`src/rtl/mux_2x1_rr_arbiter_if.sv`:
```
// Handshake and data bundle between two sources and the 2:1 round-robin arbiter.
// Optional MUX_ARB_LOCK_EN adds a lock input that lets the current owner hold the path.
interface mux_2x1_rr_arbiter_if #(
    parameter int unsigned WIDTH = 8
);
    logic             req_a;
    logic             req_b;
`ifdef MUX_ARB_LOCK_EN
    logic             lock;
`endif
    logic [WIDTH-1:0] data_a;
    logic [WIDTH-1:0] data_b;
    logic             gnt_a;
    logic             gnt_b;
    logic             sel;
    logic [WIDTH-1:0] data_out;
    logic             valid_out;

`ifdef MUX_ARB_LOCK_EN
    modport master (
        output req_a, req_b, lock, data_a, data_b,
        input  gnt_a, gnt_b, sel, data_out, valid_out
    );

    modport slave (
        input  req_a, req_b, lock, data_a, data_b,
        output gnt_a, gnt_b, sel, data_out, valid_out
    );
`else
    modport master (
        output req_a, req_b, data_a, data_b,
        input  gnt_a, gnt_b, sel, data_out, valid_out
    );

    modport slave (
        input  req_a, req_b, data_a, data_b,
        output gnt_a, gnt_b, sel, data_out, valid_out
    );
`endif
endinterface

```
`src/rtl/mux_2x1_rr_arbiter.sv`:
```
// Two-requester round-robin arbiter driving the select of a 2:1 mux plus a registered data copy.
// Optional MUX_ARB_LOCK_EN: lock lets the current owner ignore the HOLD_MAX limit.
module mux_2x1_rr_arbiter #(
    parameter int unsigned WIDTH    = 8,
    parameter int unsigned HOLD_MAX = 4
) (
    input logic                   clk,
    input logic                   rst,
    mux_2x1_rr_arbiter_if.slave   bus
);
    localparam int unsigned CNT_W = (HOLD_MAX > 1) ? $clog2(HOLD_MAX) : 1;
    localparam logic [CNT_W-1:0] HOLD_LAST = CNT_W'(HOLD_MAX - 1);
    localparam logic SIDE_A = 1'b0;
    localparam logic SIDE_B = 1'b1;

    typedef enum logic [1:0] {
        IDLE  = 2'd0,
        OWN_A = 2'd1,
        OWN_B = 2'd2
    } state_t;

    state_t           state;
    logic             last_served;
    logic [CNT_W-1:0] hold_cnt;
    logic             gnt_a_r;
    logic             gnt_b_r;
    logic             sel_r;
    logic [WIDTH-1:0] data_r;
    logic             valid_r;

    logic             lock_c;
    logic             hold_ok_c;
    logic             keep_a_c;
    logic             keep_b_c;
    logic [CNT_W-1:0] hold_inc_c;
    logic             go_a_c;
    logic             go_b_c;
    logic             stay_c;

`ifdef MUX_ARB_LOCK_EN
    assign lock_c = bus.lock;
`else
    assign lock_c = 1'b0;
`endif

    // Owner may stay while its hold budget is not exhausted, or while locked.
    assign hold_ok_c  = (hold_cnt != HOLD_LAST) || lock_c;
    assign keep_a_c   = bus.req_a && (!bus.req_b || hold_ok_c);
    assign keep_b_c   = bus.req_b && (!bus.req_a || hold_ok_c);
    assign hold_inc_c = (hold_cnt == HOLD_LAST) ? hold_cnt : hold_cnt + CNT_W'(1);

    // Next-owner decision; at most one of go_a_c/go_b_c/stay_c is set.
    always_comb begin
        go_a_c = 1'b0;
        go_b_c = 1'b0;
        stay_c = 1'b0;
        unique case (state)
            IDLE: begin
                go_a_c = bus.req_a && (!bus.req_b || (last_served == SIDE_B));
                go_b_c = bus.req_b && !go_a_c;
            end
            OWN_A: begin
                stay_c = keep_a_c;
                go_b_c = !keep_a_c && bus.req_b;
            end
            OWN_B: begin
                stay_c = keep_b_c;
                go_a_c = !keep_b_c && bus.req_a;
            end
            default: begin
                go_a_c = 1'b0;
            end
        endcase
    end

    always_ff @(posedge clk) begin
        if (rst) begin
            state       <= IDLE;
            last_served <= SIDE_B;
            hold_cnt    <= '0;
            gnt_a_r     <= 1'b0;
            gnt_b_r     <= 1'b0;
            sel_r       <= 1'b0;
            data_r      <= '0;
            valid_r     <= 1'b0;
        end else begin
            // Transfer uses the grant held before this edge.
            if (gnt_a_r && bus.req_a) begin
                data_r  <= bus.data_a;
                valid_r <= 1'b1;
            end else if (gnt_b_r && bus.req_b) begin
                data_r  <= bus.data_b;
                valid_r <= 1'b1;
            end else begin
                valid_r <= 1'b0;
            end

            if (go_a_c) begin
                state       <= OWN_A;
                last_served <= SIDE_A;
                hold_cnt    <= '0;
                gnt_a_r     <= 1'b1;
                gnt_b_r     <= 1'b0;
                sel_r       <= 1'b0;
            end else if (go_b_c) begin
                state       <= OWN_B;
                last_served <= SIDE_B;
                hold_cnt    <= '0;
                gnt_a_r     <= 1'b0;
                gnt_b_r     <= 1'b1;
                sel_r       <= 1'b1;
            end else if (stay_c) begin
                hold_cnt    <= hold_inc_c;
            end else begin
                // sel keeps its last value while idle.
                state       <= IDLE;
                hold_cnt    <= '0;
                gnt_a_r     <= 1'b0;
                gnt_b_r     <= 1'b0;
            end
        end
    end

    assign bus.gnt_a     = gnt_a_r;
    assign bus.gnt_b     = gnt_b_r;
    assign bus.sel       = sel_r;
    assign bus.data_out  = data_r;
    assign bus.valid_out = valid_r;

endmodule

```
`src/flat_wrapper.sv`:
```
// flat-port wrapper written by rule: the top's interface ports become plain ports
module mux_2x1_rr_arbiter_flat 
#(
    parameter int unsigned WIDTH    = 8,
    parameter int unsigned HOLD_MAX = 4
)
  (clk, rst, bus_req_a, bus_req_b, bus_data_a, bus_data_b, bus_gnt_a, bus_gnt_b, bus_sel, bus_data_out, bus_valid_out);
  mux_2x1_rr_arbiter_if #(.WIDTH(WIDTH)) bus_i ();
  input logic clk;
  input logic rst;
  input wire logic [$bits(bus_i.req_a)-1:0] bus_req_a;
  input wire logic [$bits(bus_i.req_b)-1:0] bus_req_b;
  input wire logic [$bits(bus_i.data_a)-1:0] bus_data_a;
  input wire logic [$bits(bus_i.data_b)-1:0] bus_data_b;
  output wire logic [$bits(bus_i.gnt_a)-1:0] bus_gnt_a;
  output wire logic [$bits(bus_i.gnt_b)-1:0] bus_gnt_b;
  output wire logic [$bits(bus_i.sel)-1:0] bus_sel;
  output wire logic [$bits(bus_i.data_out)-1:0] bus_data_out;
  output wire logic [$bits(bus_i.valid_out)-1:0] bus_valid_out;
  assign bus_i.req_a = bus_req_a;
  assign bus_i.req_b = bus_req_b;
  assign bus_i.data_a = bus_data_a;
  assign bus_i.data_b = bus_data_b;
  assign bus_gnt_a = bus_i.gnt_a;
  assign bus_gnt_b = bus_i.gnt_b;
  assign bus_sel = bus_i.sel;
  assign bus_data_out = bus_i.data_out;
  assign bus_valid_out = bus_i.valid_out;
  mux_2x1_rr_arbiter #(.WIDTH(WIDTH), .HOLD_MAX(HOLD_MAX)) u_core (.clk(clk), .rst(rst), .bus(bus_i));
endmodule
```
`config.mk`:
```
export PLATFORM = sky130hd
export DESIGN_NAME = mux_2x1_rr_arbiter_flat
export DESIGN_NICKNAME = d
export VERILOG_FILES = /design/src/rtl/mux_2x1_rr_arbiter_if.sv /design/src/rtl/mux_2x1_rr_arbiter.sv /design/src/flat_wrapper.sv
export SDC_FILE = /design/constraint.sdc
export NUM_CORES = 1
export LEC_CHECK = 0
export ABC_AREA = 0
export CAP_MARGIN = 20
export CORE_MARGIN = 2
export CORE_UTILIZATION = 29
export CTS_BUF_LIST = sky130_fd_sc_hd__clkbuf_8
export DETAILED_ROUTE_END_ITERATION = 16
export PLACE_DENSITY = 0.66
export SETUP_SLACK_MARGIN = 0.05
export SKIP_CTS_REPAIR_TIMING = 1
export SLEW_MARGIN = 20
export SYNTH_ARGS = -nofsm -noshare
export SYNTH_HDL_FRONTEND = slang
export SYNTH_SLANG_ARGS = --single-unit
```
`constraint.sdc`:
```
create_clock -name clk -period 2.4 [get_ports clk]
set_clock_uncertainty 0.15 [all_clocks]
set_input_delay 0.36 -clock clk [delete_from_list [all_inputs] [get_ports clk]]
set_output_delay 0.36 -clock clk [all_outputs]
set_load 0.01 [all_outputs]
```
==> out/results.tsv <==
stage	metric	value	unit
run_status	status	complete, no violations	
sta	setup_viol_count_final	0	
final_layout	final_core_util	46.4	%
final_layout	design_area	1140	µm²
final_layout	drive_gt1_share	8.26	%
clock_tree	clock_latency	240	ps
detailed_routing	drc	0	
worst_setup_path	crit_path_end_kind	register	
final_layout	fillCellCount	253	
logic_synthesis	avgSynthCellArea	8.53	µm²
worst_setup_path	arrival	1810	ps
detailed_routing	dr.pass1.iters	2	
grt	grt_overflow	0	
clock_tree	clkSlewWorstSetupHoldPaths	50	ps
clock_tree	cts_sinks	15	
sta	grt_setup_unrepaired	no	
worst_setup_path	worst_setup_path_start_kind	register	
die	fp.dieH	54.9	µm
clock_tree	cts_buffers	3	
die	rows	18	
sta	worst_pin_slew	530	ps
logic_synthesis	ys_types	25	
placement	dp_hpwl	1380	µm
power_and_ir_drop	vdd_ir_drop_max	0.000286	V
detailed_routing	wl_per_cell	12.9	µm
worst_setup_path	crit_path_max_fanout	5	
worst_setup_path	crit_family	simple AND/OR/NAND/NOR gates	
logic_synthesis	syn_nets	112	
logic_synthesis	synth_warnings	0	
placement	port_buffers	31	
final_layout	nets	146	
grt	track_usage	14.4	%
sta	slew_violations	0	
sta	fin_crit	1850	ps
worst_setup_path	crit_path_top_delay_cell	a31oi_1	
placement	placed_cells	147	
clock_tree	tritoncts	done	
die	ios	32	
placement	placed_area	1090	µm²
worst_setup_path	required	2360	ps
clock_tree	clockBufferDepth	2	
grt	antenna_found_initial	0	
placement	finalWeightedCongestion	0.888	
sta	finalCritPeriodShare	77.0	%
die	core	2450	µm²
sta	maxSlewHeadroom	64.6	%
worst_setup_path	critPathBufInv	1	
grt	grt_pass1_wl	3040	µm
worst_setup_path	critical_path_class	register to register	
logic_synthesis	syn_area	751	µm²
final_layout	antenna_cells	0	
worst_setup_path	critical-path-max-stage-delay	340	ps
detailed_routing	vias	756	
logic_synthesis	ys_seq_area_share	40.0	%
final_layout	layout_commonest_cell	clkdlybuf4s50_1	
detailed_routing	drtIter0Drc	7	
die	die_area	3010	µm²
logic_synthesis	ys_ff_latch	15	
sta	fmax	0.541	GHz
sta	finalSetupTns	0	ps
hold_path	hold_class	register to register	
detailed_routing	wl	1940	µm
final_layout	most-common-layout-cells	31 x clkdlybuf4s50_1, 15 x dfxtp_1, 11 x nand2_1, 11 x nor2_1	
clock_tree	cts-root-buf	clkbuf_8	
final_layout	final-instance-count-excl-fill	151	
die	initial_core_util	30.6	%
clock_tree	htreeDepth	1	
detailed_routing	postRouteAntennaNets	0	
worst_setup_path	path_cells	inv_1 -> ha_1 -> or2_2 -> a31oi_1 -> nand2b_2 -> o32ai_1	
detailed_routing	viasPerCell	5.01	
grt	grt_pass1_vias	696	
final_layout	area_growth	51.8	%
power_and_ir_drop	p_leak	0.409	nW
die	chipWidth	54.9	µm
grt	grt_start_max_net_pins	18	
logic_synthesis	synthCells	88	
power_and_ir_drop	pwr_density_cell	535	nW/µm²
job	cap_violations	0	
sta	hold_viol_final	0	
per-stage QoR:
stage	power (mW)	hold WS [ps]	worst slack (ps)
after floorplan	0.338	301	342
after global placement	0.409	316	468
after detailed placement	0.410	327	423
after CTS	0.614	341	561
after global routing	0.637	351	449
final	0.610	334	551
where the power goes:
| part | total [mW] | internal [mW] | switching [mW] |
|---|---|---|---|
| registers | 0.274 | 0.265 | 0.00929 |
| logic | 0.133 | 0.0739 | 0.0588 |
| clock network | 0.204 | 0.115 | 0.0886 |
| total | 0.610 | 0.453 | 0.157 |
sequential cells by signal, summed over array words and instances (netlist names):
name                  flops
u_core.bus.data_out       8
u_core.hold_cnt           2
u_core.bus.gnt_a          1
u_core.bus.sel            1
u_core.bus.valid_out      1
u_core.last_served        1
u_core.state              1
final timing paths:
kind | startpoint | end | slack [ps] | depth (start not counted)
max | u_core.state[1] | u_core.bus.gnt_a | 550 | 6
min | u_core.bus.sel | u_core.bus.sel | 330 | 2
max reg2reg | u_core.state[1] | u_core.bus.gnt_a | 550 | 6
min reg2reg | u_core.bus.sel | u_core.bus.sel | 330 | 2
worst min-delay path, delay by kind of cell (launching register included):
| kind | cells | cell delay [ps] |
|---|---|---|
| flip-flops | 1 | 330 |
| AND/OR/NAND/NOR | 2 | 120 |
logic make-up after synthesis:
| group | after synthesis | share of synthesized area (%) |
|---|---|---|
| multiplexers | 1 | 1.33 |
| XOR/XNOR | 1 | 1.17 |
| adder cells (fa/ha/maj) | 4 | 6.67 |
| AO/OA/AOI/OAI | 19 | 21.2 |
| flip-flops | 15 | 40.0 |
| AND/OR/NAND/NOR | 40 | 25.0 |
| buffers and inverters | 8 | 4.67 |
area by class of cell:
| class | count | area, µm² | share of cell area [%] |
|---|---|---|---|
| tap | 30 | 37.5 | 3.29 |
| clock buffer | 3 | 41.3 | 3.62 |
| sequential | 15 | 300 | 26.3 |
| timing repair buffer | 33 | 325 | 28.5 |
| multi-input combinational | 65 | 415 | 36.4 |
| clock inverter | 1 | 5.00 | 0.439 |
| inverter | 4 | 15.0 | 1.32 |
metal layers:
metal  wire length, µm  up-vias  GRT usage (%)
li1                  -      379              -
met1               903      354           17.9
met2               890       17           22.4
met3                76        6           1.64
met4                72        0           11.3
met5                 0        -              0
synthesized netlist by cell type (all sizes together):
master / number / area [µm²]
nor2: 11 / 41.3
clkbuf: 2 / 7.51
buf: 2 / 12.5
o32ai: 1 / 8.76
o21ai: 1 / 5.00
nand3: 8 / 40.0
nor3: 2 / 10.0
a22oi: 1 / 7.51
nand2b: 6 / 40.0
nand2: 11 / 41.3
and2: 1 / 8.76
xor2: 1 / 8.76
o22ai: 1 / 6.26
inv: 4 / 15.0
o21bai: 1 / 7.51
ha: 4 / 50.1
a31oi: 1 / 6.26
a311oi: 8 / 70.1
a21oi: 4 / 20.0
a2111oi: 1 / 27.5
or2: 1 / 6.26
mux2i: 1 / 10.0
dfxtp: 15 / 300
Power figures use the tool's default switching activity.
